### src/rtl/mem_bus_arbiter_pkg.sv
// Shared constants for the two-master TestRam arbiter: FSM encoding and port ids.
package mem_bus_arbiter_pkg;

    localparam int unsigned ST_W = 2;

    localparam logic [ST_W-1:0] ST_IDLE  = 2'd0;
    localparam logic [ST_W-1:0] ST_ISSUE = 2'd1;
    localparam logic [ST_W-1:0] ST_WAIT  = 2'd2;
    localparam logic [ST_W-1:0] ST_DONE  = 2'd3;

    localparam logic PORT_0 = 1'b0;
    localparam logic PORT_1 = 1'b1;

endpackage

### src/rtl/mem_bus_arbiter_picker.sv
// Combinational winner select between the two masters (round-robin or fixed priority).
module mem_bus_arbiter_picker
    import mem_bus_arbiter_pkg::*;
#(
    parameter int unsigned PRIORITY_MODE = 0
) (
    input  logic [1:0] req,
    input  logic       last_grant,
    output logic       grant_valid_c,
    output logic       grant_port_c
);

    always_comb begin
        grant_valid_c = |req;
        grant_port_c  = PORT_0;
        if (PRIORITY_MODE != 0) begin
            grant_port_c = req[0] ? PORT_0 : PORT_1;
        end else if (req == 2'b11) begin
            // Tie goes to whichever port was not served last.
            grant_port_c = ~last_grant;
        end else begin
            grant_port_c = req[1] ? PORT_1 : PORT_0;
        end
    end

endmodule

### src/rtl/mem_bus_arbiter.sv
// Shares one TestRam port between two bus masters; each access runs IDLE->ISSUE->WAIT->DONE
// and returns a one-cycle ack (optionally with err on timeout) to the winning master.
module mem_bus_arbiter
    import mem_bus_arbiter_pkg::*;
#(
    parameter int unsigned ADDR_W        = 16,
    parameter int unsigned DATA_W        = 8,
    parameter int unsigned PRIORITY_MODE = 0,
    parameter int unsigned TIMEOUT       = 15,
    parameter int unsigned TO_CNT_W      = 8
) (
    input  logic              clk,
    input  logic              rst,

    input  logic              m0_req,
    input  logic              m0_wr,
    input  logic [ADDR_W-1:0] m0_addr,
    input  logic [DATA_W-1:0] m0_wdata,
    output logic              m0_ack,
    output logic              m0_err,
    output logic [DATA_W-1:0] m0_rdata,

    input  logic              m1_req,
    input  logic              m1_wr,
    input  logic [ADDR_W-1:0] m1_addr,
    input  logic [DATA_W-1:0] m1_wdata,
    output logic              m1_ack,
    output logic              m1_err,
    output logic [DATA_W-1:0] m1_rdata,

    output logic              ram_we,
    output logic [ADDR_W-1:0] ram_addr,
    output logic [DATA_W-1:0] ram_data_in,
    input  logic [DATA_W-1:0] ram_data_out,
    input  logic              ram_data_ready
);

    localparam bit                  TO_EN   = (TIMEOUT != 0);
    localparam logic [TO_CNT_W-1:0] TO_LAST = TO_CNT_W'((TIMEOUT == 0) ? 0 : TIMEOUT - 1);

    logic [ST_W-1:0]     state, state_nxt;
    logic                last_grant, last_grant_nxt;
    logic                cur_port, cur_port_nxt;
    logic [TO_CNT_W-1:0] to_cnt, to_cnt_nxt;

    logic                ram_we_nxt;
    logic [ADDR_W-1:0]   ram_addr_nxt;
    logic [DATA_W-1:0]   ram_data_in_nxt;
    logic                m0_ack_nxt, m0_err_nxt, m1_ack_nxt, m1_err_nxt;
    logic [DATA_W-1:0]   m0_rdata_nxt, m1_rdata_nxt;

    logic                grant_valid;
    logic                grant_port;

    mem_bus_arbiter_picker #(
        .PRIORITY_MODE (PRIORITY_MODE)
    ) u_picker (
        .req           ({m1_req, m0_req}),
        .last_grant    (last_grant),
        .grant_valid_c (grant_valid),
        .grant_port_c  (grant_port)
    );

    // Next-state and next-output logic; ack/err default low so they pulse for DONE only.
    always_comb begin
        state_nxt       = state;
        last_grant_nxt  = last_grant;
        cur_port_nxt    = cur_port;
        to_cnt_nxt      = to_cnt;
        ram_we_nxt      = ram_we;
        ram_addr_nxt    = ram_addr;
        ram_data_in_nxt = ram_data_in;
        m0_ack_nxt      = 1'b0;
        m0_err_nxt      = 1'b0;
        m1_ack_nxt      = 1'b0;
        m1_err_nxt      = 1'b0;
        m0_rdata_nxt    = m0_rdata;
        m1_rdata_nxt    = m1_rdata;

        case (state)
            ST_IDLE: begin
                if (grant_valid) begin
                    cur_port_nxt = grant_port;
                    if (grant_port == PORT_1) begin
                        ram_we_nxt      = m1_wr;
                        ram_addr_nxt    = m1_addr;
                        ram_data_in_nxt = m1_wdata;
                    end else begin
                        ram_we_nxt      = m0_wr;
                        ram_addr_nxt    = m0_addr;
                        ram_data_in_nxt = m0_wdata;
                    end
                    state_nxt = ST_ISSUE;
                end
            end

            // data_ready may still reflect the previous address here, so it is not sampled.
            ST_ISSUE: begin
                to_cnt_nxt = '0;
                state_nxt  = ST_WAIT;
            end

            ST_WAIT: begin
                if (ram_data_ready) begin
                    ram_we_nxt = 1'b0;
                    state_nxt  = ST_DONE;
                    if (cur_port == PORT_1) begin
                        m1_ack_nxt = 1'b1;
                        if (!ram_we) m1_rdata_nxt = ram_data_out;
                    end else begin
                        m0_ack_nxt = 1'b1;
                        if (!ram_we) m0_rdata_nxt = ram_data_out;
                    end
                end else if (TO_EN && (to_cnt == TO_LAST)) begin
                    ram_we_nxt = 1'b0;
                    state_nxt  = ST_DONE;
                    if (cur_port == PORT_1) begin
                        m1_ack_nxt   = 1'b1;
                        m1_err_nxt   = 1'b1;
                        m1_rdata_nxt = '0;
                    end else begin
                        m0_ack_nxt   = 1'b1;
                        m0_err_nxt   = 1'b1;
                        m0_rdata_nxt = '0;
                    end
                end else begin
                    to_cnt_nxt = to_cnt + TO_CNT_W'(1);
                end
            end

            ST_DONE: begin
                last_grant_nxt = cur_port;
                state_nxt      = ST_IDLE;
            end

            default: state_nxt = ST_IDLE;
        endcase
    end

    // State and output registers.
    always_ff @(posedge clk or posedge rst) begin
        if (rst) begin
            state       <= ST_IDLE;
            last_grant  <= PORT_1;
            cur_port    <= PORT_0;
            to_cnt      <= '0;
            ram_we      <= 1'b0;
            ram_addr    <= '0;
            ram_data_in <= '0;
            m0_ack      <= 1'b0;
            m0_err      <= 1'b0;
            m0_rdata    <= '0;
            m1_ack      <= 1'b0;
            m1_err      <= 1'b0;
            m1_rdata    <= '0;
        end else begin
            state       <= state_nxt;
            last_grant  <= last_grant_nxt;
            cur_port    <= cur_port_nxt;
            to_cnt      <= to_cnt_nxt;
            ram_we      <= ram_we_nxt;
            ram_addr    <= ram_addr_nxt;
            ram_data_in <= ram_data_in_nxt;
            m0_ack      <= m0_ack_nxt;
            m0_err      <= m0_err_nxt;
            m0_rdata    <= m0_rdata_nxt;
            m1_ack      <= m1_ack_nxt;
            m1_err      <= m1_err_nxt;
            m1_rdata    <= m1_rdata_nxt;
        end
    end

endmodule

### config.mk
export PLATFORM = sky130hd
export DESIGN_NAME = mem_bus_arbiter
export DESIGN_NICKNAME = d
export VERILOG_FILES = /design/src/rtl/mem_bus_arbiter_pkg.sv /design/src/rtl/mem_bus_arbiter_picker.sv /design/src/rtl/mem_bus_arbiter.sv
export SDC_FILE = /design/constraint.sdc
export NUM_CORES = 1
export LEC_CHECK = 0
export BUFFER_PORTS_ARGS = -buffer_cell sky130_fd_sc_hd__buf_2
export CAP_MARGIN = 15
export CORE_ASPECT_RATIO = 0.9
export CORE_MARGIN = 2
export CORE_UTILIZATION = 45
export DETAILED_ROUTE_END_ITERATION = 10
export GPL_TIMING_DRIVEN = 0
export PLACE_DENSITY = 0.75
export REMOVE_ABC_BUFFERS = 1
export SKIP_LAST_GASP = 1
export SYNTH_ARGS = -nofsm -noshare
export SYNTH_HDL_FRONTEND = slang
export SYNTH_SLANG_ARGS = --single-unit
### constraint.sdc
create_clock -name clk -period 4.27 [get_ports clk]
set_clock_uncertainty 0.15 [all_clocks]
set_input_delay 1.0675 -clock clk [delete_from_list [all_inputs] [get_ports clk]]
set_output_delay 1.0675 -clock clk [all_outputs]
set_load 0.05 [all_outputs]
# Yosys cells after proc, flatten, opt, wreduce, memory -nomap -nowiden
# Index checks and enable logic that the tools add are counted.
classes:
  addsub: 1
  n_eq_ne: 10
  mux: 37
  n_bitwise: 2
  reduce_logical: 11
op_table:
  columns: ["cell", "count"]
  rows:
  - ["8-bit two-way mux", 12]
  - ["1-bit two-way mux", 18]
  - ["16-bit two-way mux", 1]
  - ["8-bit case mux with 2 select lines", 1]
  - ["8-bit by 1-bit adder with 8-bit output (second input constant)", 1]
  - ["8-bit by 4-bit == test with 1-bit output (second input constant)", 1]
  - ["2-bit != test (second input constant)", 4]
  - ["2-bit case mux with 4 select lines", 1]
  - ["4-bit AND reduction", 2]
  - ["2-bit == test (second input constant)", 3]
  - ["2-bit two-way mux", 3]
  - ["3-bit AND reduction", 2]
  - ["2-bit nonzero test", 3]
  - ["2-bit AND reduction", 2]
  - ["3-bit != test (second input constant)", 1]
  - ["2-bit by 1-bit == test with 1-bit output (second input constant)", 1]
  - ["2-bit zero test", 1]
  - ["1-bit inverter", 2]
  - ["1-bit case mux with 2 select lines", 1]
  - ["2-bit OR reduction", 1]
word_totals:
  regBits: 57
  input_bits: 63
  out_inout_bits: 45

# Depth between registers and ports, before layout
# Gate-level depths: netlist (run 1).
depth:
  depth_word: 5
  ltp_mapped: 7

# By module
# Synthesis (run 1) repeated with hierarchy kept, for this count alone.
unflattened:
  cells_unflattened: 226
  area_unflattened_um2: 2615.0
modules_own_cells:
  columns: ["module", "instances", "cells_per_inst", "area_each_um2"]
  rows:
  - ["mem_bus_arbiter", 1, 224, 2601.2]
  - ["mem_bus_arbiter_picker", 1, 2, 13.8]

# Worst setup path after synthesis (run 1)
# Ideal clock, no wire load.
synth_timing:
  path_type: "input port to flip-flop"
  start: "input port m1_req"
  end: "register ram_addr[10]"
  t_arrival_ps: 1825
  slack_ps: 2163
  stages: 5
  n_path_buf: 2
  cell_sequence: "a21boi_1 -> buf_4 -> buf_4 -> mux2i_1 -> o21ai_1"
synth_between:
  elab_chain_cells: 3
synth_lines:
  columns: ["item", "line_no", "rtl"]
  rows:
  - ["start, declared", "mem_bus_arbiter.sv:23", "input logic m1_req,"]
  - ["2-bit == test or 1-bit two-way mux (tied branches)", "mem_bus_arbiter_picker.sv:18, mem_bus_arbiter_picker.sv:22", null]
  - ["1-bit two-way mux", "mem_bus_arbiter_picker.sv:18", "end else if (req == 2'b11) begin"]
  - ["16-bit two-way mux", "mem_bus_arbiter.sv:84", "if (grant_port == PORT_1) begin"]
  - ["end signal, assigned", "mem_bus_arbiter.sv:162", "ram_addr <= ram_addr_nxt;"]
  - ["end, declared", "mem_bus_arbiter.sv:32", "output logic [ADDR_W-1:0] ram_addr,"]
# Parallel ways exist; a longest one is shown, timed or not.
# A chain may end at the register's enable or synchronous reset.

# Final worst setup path (run 1)
layout_timing:
  start: "input port ram_data_ready"
  end: "register m0_rdata[5]"
layout_between:
  elab_chain_cells: 2
layout_lines:
  columns: ["item", "line_no", "rtl"]
  rows:
  - ["start, declared", "mem_bus_arbiter.sv:35", "input logic ram_data_ready"]
  - ["2-bit != test (no source line) or 2-bit nonzero test (tied branches)", null, null]
  - ["4-bit AND reduction (no source line)", null, null]
  - ["end signal, assigned", "mem_bus_arbiter.sv:166", "m0_rdata <= m0_rdata_nxt;"]
  - ["end, declared", "mem_bus_arbiter.sv:21", "output logic [DATA_W-1:0] m0_rdata,"]
# Parallel ways exist; a longest one is shown, timed or not.

==> summary.md, run 1 <==
| Metric | Value |
|---|---|
| Outcome | finished, final reports clean |
| Critical Path Max Stage Delay | 540 ps |
| Initial antenna violation count | 0 |
| Final WL | 6.08 mm |
| Post-CTS Resized | 0 |
| P_int | roughly 1.5 mW |
| Synth Instances | 260 |
| Design area | 0.00358 mm^2 |
| Row count | 27 |
| Worst setup SP type | input port |
| Register-to-register setup slack | 2170 ps |
| Drt pass-1 iters | 6 |
| Seq pwr share | 0.312 |
| Die Span Y | 78.4 um |
| Worst path slowest cell | nand2b_1 |
| Vias in the first global route | 2136 |
| Antenna cell count | 0 |
| Reg2reg end | m0_rdata[5]$_DFFE_PP0P_ |
| Bufs and invs on worst path | 1 |
| CP Launch Point | ram_data_ready |
| Final setup margin | 1990 ps |
| Place WS | 1700 ps |
| RD Place Congestion | roughly 0.78 |
| # fillers | 522 |
| Top FF cell, synth | dfrtp_1 |
| Placed cell areas | 0.00339 mm^2 |
| Core Area | 0.00605 mm^2 |
| Clock Pin Slew Worst Setup and Hold Paths | about 60 ps |
| Number of port buffers | 107 |
| GRT met2 Usage | 0.312 |
| Per-cell routed wire length | 13.7 um |
| Critical path required time | 4310 ps |
| Synth warn | 0 |
| Detailed Route Iter0 Violations | around 110 |
| CTS Buf Count | 9 |
| GR Util met3 | 0.0683 |
| Worst-path fanout max | 18 |
| Max_cap viols | 0 |
| Total power draw | 2.93 mW |
| Post-DP HPWL | 4.29 mm |
| Mean Syn Cell Area | ~11 um^2 |
| GRT busiest layer | met2 |
| Clk Latency, worst-skew pair | 330 ps |
| Die W | around 87 um |
| DRC viols | 0 |
| CTS sink cnt | 57 |
| Net Sw Frac | 0.494 |
| Largest net degree at the start of global routing | 47 |
| Logic pwr share | 0.524 |
| CTS Root Cell | clkbuf_8 |
| Maximum vdd drop | 0.425 mV |
| Crit path to | m0_rdata[5]$_DFFE_PP0P_ |
| All-Layer GR Usage | 0.194 |
| Critical Path Stages | 5 |
| Register area share after synthesis | 0.515 |
| GR Util met1 | 0.242 |
| Register-to-Register Path Depth | 6 |
| Area Overhead vs Synth | 29.3% |
| Pwr dens | ~800 mW/mm^2 |
| Post-route minimum period | around 2300 ps |
| DR vias/cell | between 5 and 6 |
| Most common cell after layout, fill and taps aside | buf_2 |
| Crit Path Class | input port to flip-flop |
| CP Cell Sequence | buf_2, nand2b_1, nor2_2, a22oi_1, o21ai_2 |
| Pins Over Slew Limit | 0 |
| Yosys reg bits | 57 |
| Worst Setup End Kind | flip-flop |
| FMAX | 438 MHz |
| Total grt overflow | 0 |
| Hold_buf cts | 0 |
| Part of the power in the clock network | 0.164 |
| Finished Core Util | 0.592 |
| # nets final | 436 |
| Min-delay worst type | flip-flop to flip-flop |
| Final Hold Vio Count | 0 |
| Initial core utilization | 0.458 |
| Post-synth EDFFs | 0 |
| First-pass GRT wire length | 10.1 mm |
| Max-slew headroom | 0.501 |
| WP data arrival | 2330 ps |
| Launching point of the worst reg2reg path | state[0]$_DFFE_PP0P_ |
| RSZ-0062 raised after global routing | false |
| Worst Tran Pin Value | approximately 750 ps |
| ANT nets after route | 0 |
| Mapped Area | 0.00277 mm^2 |
| Layout cells sized above 1 | 0.394 |
| Most frequent cells in the layout | buf_2, dfrtp_1, nand2_1, mux2i_1, o21ai_1 |
| Htree depth | 3 |
| Cell family with most CP delay | simple AND/OR/NAND/NOR gates |
| Via count | 2309 |
| # setup viols final | 0 |
| Post-CTS setup buffers | 0 |
| Sw power | ~1.4 mW |
| Die area | a little under 0.007 mm^2 |
| Final period utilization | 0.535 |
| Pleak | 1.79 nW |
| Num ports | between 100 and 150 |
| CTS tree | built |
| Post-synth ARST share | 1.00 |
| Synth unique cells | 38 |
| Clk buf depth | 2 |
[layout make-up]
cell class              count  area [um^2]  share of cell area
clock inverters             3         40.0              0.0112
clock buffers              13          149              0.0416
inverters                   4         15.0             0.00419
multi-input cells         184         1260               0.353
flip-flops and latches     57         1430               0.399
well taps                  72         90.1              0.0252
repair buffers            110          596               0.166
[power groups by stage]
stage | Clock, mW | Sequential, mW | Combinational [mW]
3_5_place_dp | 0 | 0.914 | 1.55
2_1_floorplan | 0 | 1.54 | 0.530
6_report | 0.480 | 0.914 | 1.53
3_3_place_gp | 0 | 0.907 | 1.49
4_1_cts | 0.495 | 0.914 | 1.55
5_1_grt | 0.524 | 0.945 | 1.65
[through the flow]
step,hold slack [ps],setup TNS (ps),cells
finish,324,0,443
detailed placement,317,0,427
global route,336,0,443
floorplan,303,0,245
global placement,313,-84.9,424
CTS,331,0,443
[metal layers]
layer / share of wire / up-vias
met1: 0.44 / 1096
met2: 0.50 / 76
met3: 0.050 / 4
met5: 0 / -
li1: - / 1133
met4: 0.010 / 0
[cells in the mapped netlist, types with 2 or more instances]
master | n | area, um^2
ha_1 | 7 | 87.6
nand4_1 | 2 | 12.5
buf_2 | 2 | 10.0
o211ai_1 | 4 | 30.0
a22oi_1 | 16 | 120
nand3_1 | 3 | 15.0
o21ai_2 | 10 | 87.6
dfrtp_1 | 56 | 1400
nand2b_1 | 3 | 18.8
o21ai_1 | 21 | 105
nand2_1 | 49 | 184
o31ai_1 | 2 | 15.0
inv_1 | 4 | 15.0
o21ai_0 | 12 | 60.1
nor2_2 | 2 | 12.5
mux2i_1 | 29 | 290
clkbuf_1 | 9 | 33.8
nor3_1 | 2 | 10.0
buf_4 | 3 | 22.5
nor2_1 | 6 | 22.5
[registers in the layout, indices dropped and copies added (netlist names), 2 cells and up]
register,cells
to_cnt,8
ram_addr,16
ram_data_in,8
m1_rdata,8
m0_rdata,8
state,2
[logic make-up (layout without fill, tap and decap cells)]
group	count (synthesis)	in the layout	share of synthesized area
and+or+nand+nor	76	76	0.137
AOI/OAI and AO/OA	70	70	0.167
DFF	57	57	0.515
muxes	31	31	0.113
buffers and inverters	19	130	0.0366
adders and majority gates	7	7	0.0316
[worst min-delay path by stage]
stage,start,endpoint,slack (ps),cells after the start
after detailed placement,ram_data_in[6]$_DFFE_PP0P_,ram_data_in[6]$_DFFE_PP0P_,320,2
after global placement,ram_data_in[0]$_DFFE_PP0P_,ram_data_in[0]$_DFFE_PP0P_,310,2
after global routing,ram_data_in[6]$_DFFE_PP0P_,ram_data_in[6]$_DFFE_PP0P_,340,2
after floorplan,to_cnt[7]$_DFFE_PP0P_,to_cnt[7]$_DFFE_PP0P_,300,1
final,ram_data_in[6]$_DFFE_PP0P_,ram_data_in[6]$_DFFE_PP0P_,320,2
after CTS,ram_data_in[6]$_DFFE_PP0P_,ram_data_in[6]$_DFFE_PP0P_,330,2
[worst register-to-register path, cell delays in order (launching register included)]
cell and delay [ps]:
dfrtp_1 410, inv_1 120, ha_1 330, nand2b_1 350, nor2_2 420, a22oi_1 160
o21ai_2 90
No activity file was read; power rests on OpenSTA's default activity.
==> run 2, diff against run 1 <==
Settings changed: ABC_AREA from default to 1.
Clock period 4.27 ns to 2.4 ns, I/O delays scaled along.
==> run 2 against run 1 <==
Net effect: first-iteration DRC count rose by 6.3%; cell area rose by 0.52%; combinational power rose by 67%; critical path type is now flip-flop to flip-flop; critical endpoint is now ram_addr[13]$_DFFE_PP0P_; largest cell class unchanged; highest routed layer unchanged.
==> summary.md, run 2 <==
| Metric | Value |
|---|---|
| Synth cell count leaders | nand2_1, dfrtp_1, o21ai_0, nor2_1, inv_1 (was dfrtp_1, nand2_1, mux2i_1, o21ai_1, a22oi_1) |
| RSZ-0062 raised after global routing | false (unchanged) |
| Vias in the first global route | 2471 (was 2136) |
| Mapped Area | 0.00277 mm^2 (about the same) |
| Top layer in use | met4 (unchanged) |
| Drt pass-1 iters | 4 (was 6) |
| WP data arrival | 2160 ps (was 2330 ps) |
| Yosys reg bits | 57 (unchanged) |
| Core Area | 0.00605 mm^2 (unchanged) |
| Hold_buf cts | 0 (unchanged) |
| Largest register FFs | 16 (unchanged) |
| Synth Instances | 339 (was 260) |
| Most common cell after layout, fill and taps aside | buf_2 (unchanged) |
| DR vias/cell | 4.90 (was 5.21) |
| Row count | 27 (unchanged) |
| # setup viols final | 0 (unchanged) |
| Met3 wire length | 460 um (was 303 um) |
| Pwr dens | 1450 mW/mm^2 (was 818 mW/mm^2) |
| Crit Path Class | flip-flop to flip-flop (was input port to flip-flop) |
| Synth unique cells | 27 (was 38) |
| Pleak | 2.01 nW (was 1.79 nW) |
| Register-to-register setup slack | 310 ps (was 2170 ps) |
| Clock Pin Slew Worst Setup and Hold Paths | 70 ps (was 60 ps) |
| Antenna cell count | 0 (unchanged) |
| Total grt overflow | 0 (unchanged) |
| Synth warn | 0 (unchanged) |
| Post-CTS setup buffers | 0 (unchanged) |
| Most frequent cell after synthesis | nand2_1 (was dfrtp_1) |
| Register-to-Register Path Depth | 5 (was 6) |
| Final period utilization | 0.870 |
| Worst Tran Pin Value | 639 ps (was 749 ps) |
| Pins Over Slew Limit | 0 (unchanged) |
| Post-synth ARST share | 1.00 (unchanged) |
| Met1 wire length | 2.99 mm (was 2.69 mm) |
| Final setup TNS | 0 ps (unchanged) |
| Worst path slowest cell | dfstp_2 (was nand2b_1) |
| Post-synth EDFFs | 0 (unchanged) |
| CTS Root Cell | clkbuf_8 (unchanged) |
| Critical Path Max Stage Delay | 540 ps (about the same) |
| # fillers | 558 (was 522) |
| Maximum vdd drop | 0.937 mV (was 0.425 mV) |
| Initial core utilization | 0.457 (was 0.458) |
| Layout cells sized above 1 | 0.311 (was 0.394) |
| Outcome | finished, final reports clean (unchanged) |
| Critical path required time | 2470 ps (was 4310 ps) |
| Synth area leaders | dfrtp_1, nand2_1, o21ai_0, nor2_1, nand4_1 (was dfrtp_1, mux2i_1, nand2_1, a22oi_1, o21ai_1) |
| Biggest register | ram_addr (unchanged) |
| Area share of the largest cell type after synthesis | 0.507 (was 0.506) |
| Post-synth top area cell | dfrtp_1 (unchanged) |
| Mean Syn Cell Area | 8.16 um^2 (was 10.7 um^2) |
| DRC viols | 0 (unchanged) |
| Final WL | 6.30 mm (was 6.08 mm) |
| Post-Place Cells | 505 (was 427) |
| Detailed Route Iter0 Violations | 118 (was 111) |
| Initial antenna violation count | 0 (unchanged) |
| CTS tree | built (unchanged) |
| Worst-path fanout max | 27 (was 18) |
| Worst setup SP type | flip-flop (was input port) |
| CTS sink cnt | 57 (unchanged) |
| Htree depth | 3 (unchanged) |
| Post-DP HPWL | 4.45 mm (was 4.29 mm) |
| All-Layer GR Usage | 0.201 (was 0.194) |
| Die Span Y | 78.4 um (about the same) |
| Post-CTS Resized | 0 (unchanged) |
| First-pass GRT wire length | 10.7 mm (was 10.1 mm) |
| Min-delay worst type | input port to async pin (was flip-flop to flip-flop) |
| CP Cell Sequence | nand2_1, nand2_2, inv_1, o21ai_0, o21ai_1 (was buf_2, nand2b_1, nor2_2, a22oi_1, o21ai_2) |
| Most frequent cells in the layout | buf_2, nand2_1, dfrtp_1, o21ai_0, nor2_1 (was buf_2, dfrtp_1, nand2_1, mux2i_1, o21ai_1) |
| Via count | 2559 (was 2309) |
| Bufs and invs on worst path | 1 (unchanged) |
| Cell family with most CP delay | flip-flops (was simple AND/OR/NAND/NOR gates) |
| Reg2reg end | ram_addr[13]$_DFFE_PP0P_ (was m0_rdata[5]$_DFFE_PP0P_) |
| Launching point of the worst reg2reg path | last_grant$_DFFE_PP1N_ (was state[0]$_DFFE_PP0P_) |
| Per-cell routed wire length | 12.1 um (was 13.7 um) |
| ANT nets after route | 0 (unchanged) |
| Non-filler cells, final | 522 (was 443) |
| Die area | 0.00679 mm^2 (was 0.00680 mm^2) |
| FMAX | ~480 MHz |
| WL met2 | 2.72 mm (was 3.02 mm) |
| Die W | 86.6 um (was 86.7 um) |
| Max-slew headroom | 0.573 (was 0.501) |
| Number of port buffers | 107 (unchanged) |
| Largest net degree at the start of global routing | 43 (was 47) |
| # nets final | 515 (was 436) |
| Max_cap viols | 0 (unchanged) |
| Final Hold Vio Count | 0 (unchanged) |
| Post-route minimum period | 2090 ps |
| CTS Buf Count | 9 (unchanged) |
| Worst Setup End Kind | flip-flop (unchanged) |
| Register area share after synthesis | 0.516 (was 0.515) |
| Clk Latency, worst-skew pair | 330 ps (about the same) |
| RD Place Congestion | 0.784 (was 0.779) |
| Area Overhead vs Synth | 30.1% (was 29.3%) |
| Top FF cell, synth | dfrtp_1 (unchanged) |
| Num ports | 108 (unchanged) |
| Clk buf depth | 2 (unchanged) |
==> run 2: how the worst max path moves through the flow <==
stage,start,end,slack (ps),depth (start not counted)
after floorplan,rst,cur_port$_DFFE_PP0P_,250,1
final,last_grant$_DFFE_PP1N_,ram_addr[13]$_DFFE_PP0P_,310,5
after detailed placement,m1_req,ram_addr[13]$_DFFE_PP0P_,-180,5
after global routing,last_grant$_DFFE_PP1N_,ram_addr[8]$_DFFE_PP0P_,30,5
after global placement,rst,ram_addr[7]$_DFFE_PP0P_,-420,2
after CTS,m1_req,ram_addr[13]$_DFFE_PP0P_,190,5
==> run 2: kinds of logic (layout without fill, tap and decap cells) <==
group           after synthesis  after routing  share of synthesized area
fa+ha+maj                     7              7                     0.0317
simple gates                171            171                      0.266
compound gates               60             60                      0.118
xor+xnor                      2              2                    0.00633
flops                        57             57                      0.516
buf+inv                      42            153                     0.0620
==> run 2: stage by stage <==
| step | util | hold WS [ps] | power, mW | setup WS, ps | area [um^2] |
|---|---|---|---|---|---|
| after floorplan | - | 332 | 3.51 | 252 | 2700 |
| after CTS | 0.593 | 65.4 | 5.23 | 188 | 3580 |
| final | 0.595 | 71.5 | 5.21 | 312 | 3600 |
| after global routing | 0.595 | 98.0 | 5.52 | 33.3 | 3600 |
| after detailed placement | 0.553 | 306 | 4.16 | -179 | 3350 |
| after global placement | 0.550 | 301 | 4.12 | -418 | 3330 |
==> run 2: area by class of cell <==
type                       instances  area (um^2)  share of cell area
timing repair buffer             109          571               0.158
sequential                        57         1430               0.397
tap                               72         90.1              0.0250
multi-input combinational        240         1170               0.324
inverter                          28          105              0.0292
clock buffer                      12          165              0.0459
clock inverter                     4         73.8              0.0205
==> run 2: metal layers <==
metal / track usage / vias up
li1: - / 1316
met5: 0 / -
met1: 0.250 / 1134
met2: 0.322 / 97
met4: 0.111 / 0
met3: 0.0484 / 12
==> run 2: power by group <==
| group | leakage (nW) | switching [mW] | internal (mW) |
|---|---|---|---|
| sequential | 0.726 | 0.259 | 1.35 |
| clock | 0.123 | 0.379 | 0.669 |
| combinational | 1.17 | 1.95 | 0.599 |
==> run 3, diff against run 2 <==
Settings changed: CORE_UTILIZATION 45 to 49, GPL_TIMING_DRIVEN 0 to 1, PLACE_DENSITY 0.75 to 0.8.
==> run 3 against run 2 <==
Net effect: final cell count down 0.38%; non-clock buffer count up 3; critical path type unchanged; sequential cell count unchanged; critical path depth up 2; cell area down 1.1%; setup slack better by 120 ps; register-to-register slack better by 120 ps; fmax up 5.9%; largest power group unchanged.
==> summary.md, run 3 (synthesized netlist as in run 2, its figures left out) <==
| Metric | Value |
|---|---|
| Placed cell areas | 0.00337 mm^2 (was 0.00335 mm^2) |
| Clk buf depth | 2 (unchanged) |
| Area Overhead vs Synth | 28.6% (was 30.1%) |
| Num ports | 108 (unchanged) |
| Hold_buf cts | 0 (unchanged) |
| CTS sink cnt | 57 (unchanged) |
| First-pass GRT wire length | 11.2 mm (was 10.7 mm) |
| Detailed Route Iter0 Violations | 144 (was 118) |
| GRT busiest layer | met2 (unchanged) |
| Layout cells sized above 1 | 0.309 (was 0.311) |
| Worst-path fanout max | 11 (was 27) |
| Die area | 0.00626 mm^2 (was 0.00679 mm^2) |
| Total grt overflow | 0 (unchanged) |
| CTS Root Cell | clkbuf_8 (unchanged) |
| Antenna cell count | 0 (unchanged) |
| DRC viols | 0 (unchanged) |
| Core Area | 0.00535 mm^2 (was 0.00605 mm^2) |
| Non-filler cells, final | 520 (was 522) |
| # nets final | 518 (was 515) |
| All-Layer GR Usage | 0.228 (was 0.201) |
| Pleak | 2.00 nW (was 2.01 nW) |
| Biggest register | ram_addr (unchanged) |
| Die W | 83.2 um (was 86.6 um) |
| Initial core utilization | 0.517 (was 0.457) |
| CTS Buf Count | 9 (unchanged) |
| Post-DP HPWL | 5.08 mm (was 4.45 mm) |
| WHS | 90.5 ps (was 71.5 ps) |
| GRT met2 Usage | 0.377 (was 0.322) |
| Min-delay worst type | input port to async pin (unchanged) |
| Sequential cell area | 0.00143 mm^2 (unchanged) |
| CTS tree | built (unchanged) |
| Post-Place Cells | 504 (was 505) |
| Via count | 2649 (was 2559) |
| Clk Latency, worst-skew pair | 330 ps (about the same) |
| GR Util met1 | 0.296 (was 0.250) |
| Max_cap viols | 0 (unchanged) |
| Drt pass-1 iters | 4 (unchanged) |
| Pins Over Slew Limit | 0 (unchanged) |
| Final setup margin | 427 ps (was 312 ps) |
| Final WL | 6.82 mm (was 6.30 mm) |
| GR Util met3 | 0.0581 (was 0.0484) |
| Finished Core Util | 0.665 (was 0.595) |
| Die Span Y | 75.3 um (was 78.4 um) |
| Per-cell routed wire length | 13.1 um (was 12.1 um) |
| WP data arrival | 2040 ps (was 2160 ps) |
| Worst Tran Pin Value | 637 ps (was 639 ps) |
| Vias in the first global route | 2461 (was 2471) |
| Max-slew headroom | 0.575 (was 0.573) |
| Total power draw | 5.07 mW (was 5.21 mW) |
| Worst Setup End Kind | flip-flop (unchanged) |
| Htree depth | 3 (unchanged) |
| # fillers | 460 (was 558) |
| Crit Path Class | flip-flop to flip-flop (unchanged) |
| Final period utilization | 0.822 (was 0.870) |
| Post-CTS setup buffers | 0 (unchanged) |
| Final setup TNS | 0 ps (unchanged) |
| Row count | 25 (was 27) |
| Maximum vdd drop | 0.863 mV (was 0.937 mV) |
| Worst setup SP type | flip-flop (unchanged) |
| Initial antenna violation count | 0 (unchanged) |
| Critical path required time | 2470 ps (about the same) |
| Largest register FFs | 16 (unchanged) |
| Area occupied by multi-input gates | 0.00117 mm^2 (unchanged) |
| Final Hold Vio Count | 0 (unchanged) |
| Number of port buffers | 107 (unchanged) |
| ANT nets after route | 0 (unchanged) |
| Outcome | finished, final reports clean (unchanged) |
| Pwr dens | 1430 mW/mm^2 (was 1450 mW/mm^2) |
| Most frequent cells in the layout | buf_2, nand2_1, dfrtp_1, o21ai_0, nor2_1 (unchanged) |
| DR vias/cell | 5.09 (was 4.90) |
| RD Place Congestion | 0.874 (was 0.784) |
| # setup viols final | 0 (unchanged) |
| Post-CTS Resized | 0 (unchanged) |
| Most common cell after layout, fill and taps aside | buf_2 (unchanged) |
| FMAX | 507 MHz (was 479 MHz) |
| Design area | 0.00356 mm^2 (was 0.00360 mm^2) |
| Post-route minimum period | 1970 ps (was 2090 ps) |
| Place WS | 444 ps (was -179 ps) |
| Largest net degree at the start of global routing | 32 (was 43) |
| Clock Pin Slew Worst Setup and Hold Paths | 70 ps (about the same) |
| RSZ-0062 raised after global routing | false (unchanged) |
[run 3: worst paths after layout]
path / startpoint / to / slack [ps] / depth (start not counted)
worst max-delay path: to_cnt[0]$_DFFE_PP0P_ / m0_rdata[1]$_DFFE_PP0P_ / 430 / 7
worst min-delay path: rst / ram_data_in[4]$_DFFE_PP0P_ / 90 / 2
worst max register to register: to_cnt[0]$_DFFE_PP0P_ / m0_rdata[1]$_DFFE_PP0P_ / 430 / 7
worst min register to register: m1_rdata[4]$_DFFE_PP0P_ / m1_rdata[4]$_DFFE_PP0P_ / 320 / 2
max in group asynchronous: rst / last_grant$_DFFE_PP1N_ / 1450 / 3
min in group clk: m1_rdata[4]$_DFFE_PP0P_ / m1_rdata[4]$_DFFE_PP0P_ / 320 / 2
[run 3: critical path, stage by stage, from the launching register on]
cell and delay [ps]:
dfrtp_1 390, inv_1 120, ha_1 170, nand3_2 90, o21bai_2 470, nand3_2 270
nand2_1 140, nand2_1 60
[run 3: area by class of cell]
type,instances,share of cell area
Sequential cell,57,0.401
Multi-Input combinational cell,240,0.328
Timing Repair Buffer,112,0.165
Clock buffer,13,0.0418
Inverter,28,0.0295
Tap cell,67,0.0236
Clock inverter,3,0.0113
[run 3: where the power goes]
part | internal [mW] | total, mW | switching (mW)
Sequential | 1.35 | 1.63 | 0.273
Clock | 0.506 | 0.877 | 0.372
Combinational | 0.602 | 2.57 | 1.97
[run 3: layer usage]
layer | part of all wire | vias to the layer above
met2 | 0.47 | 114
met5 | 0 | -
met4 | 0.015 | 0
met1 | 0.44 | 1205
li1 | - | 1320
met3 | 0.077 | 10
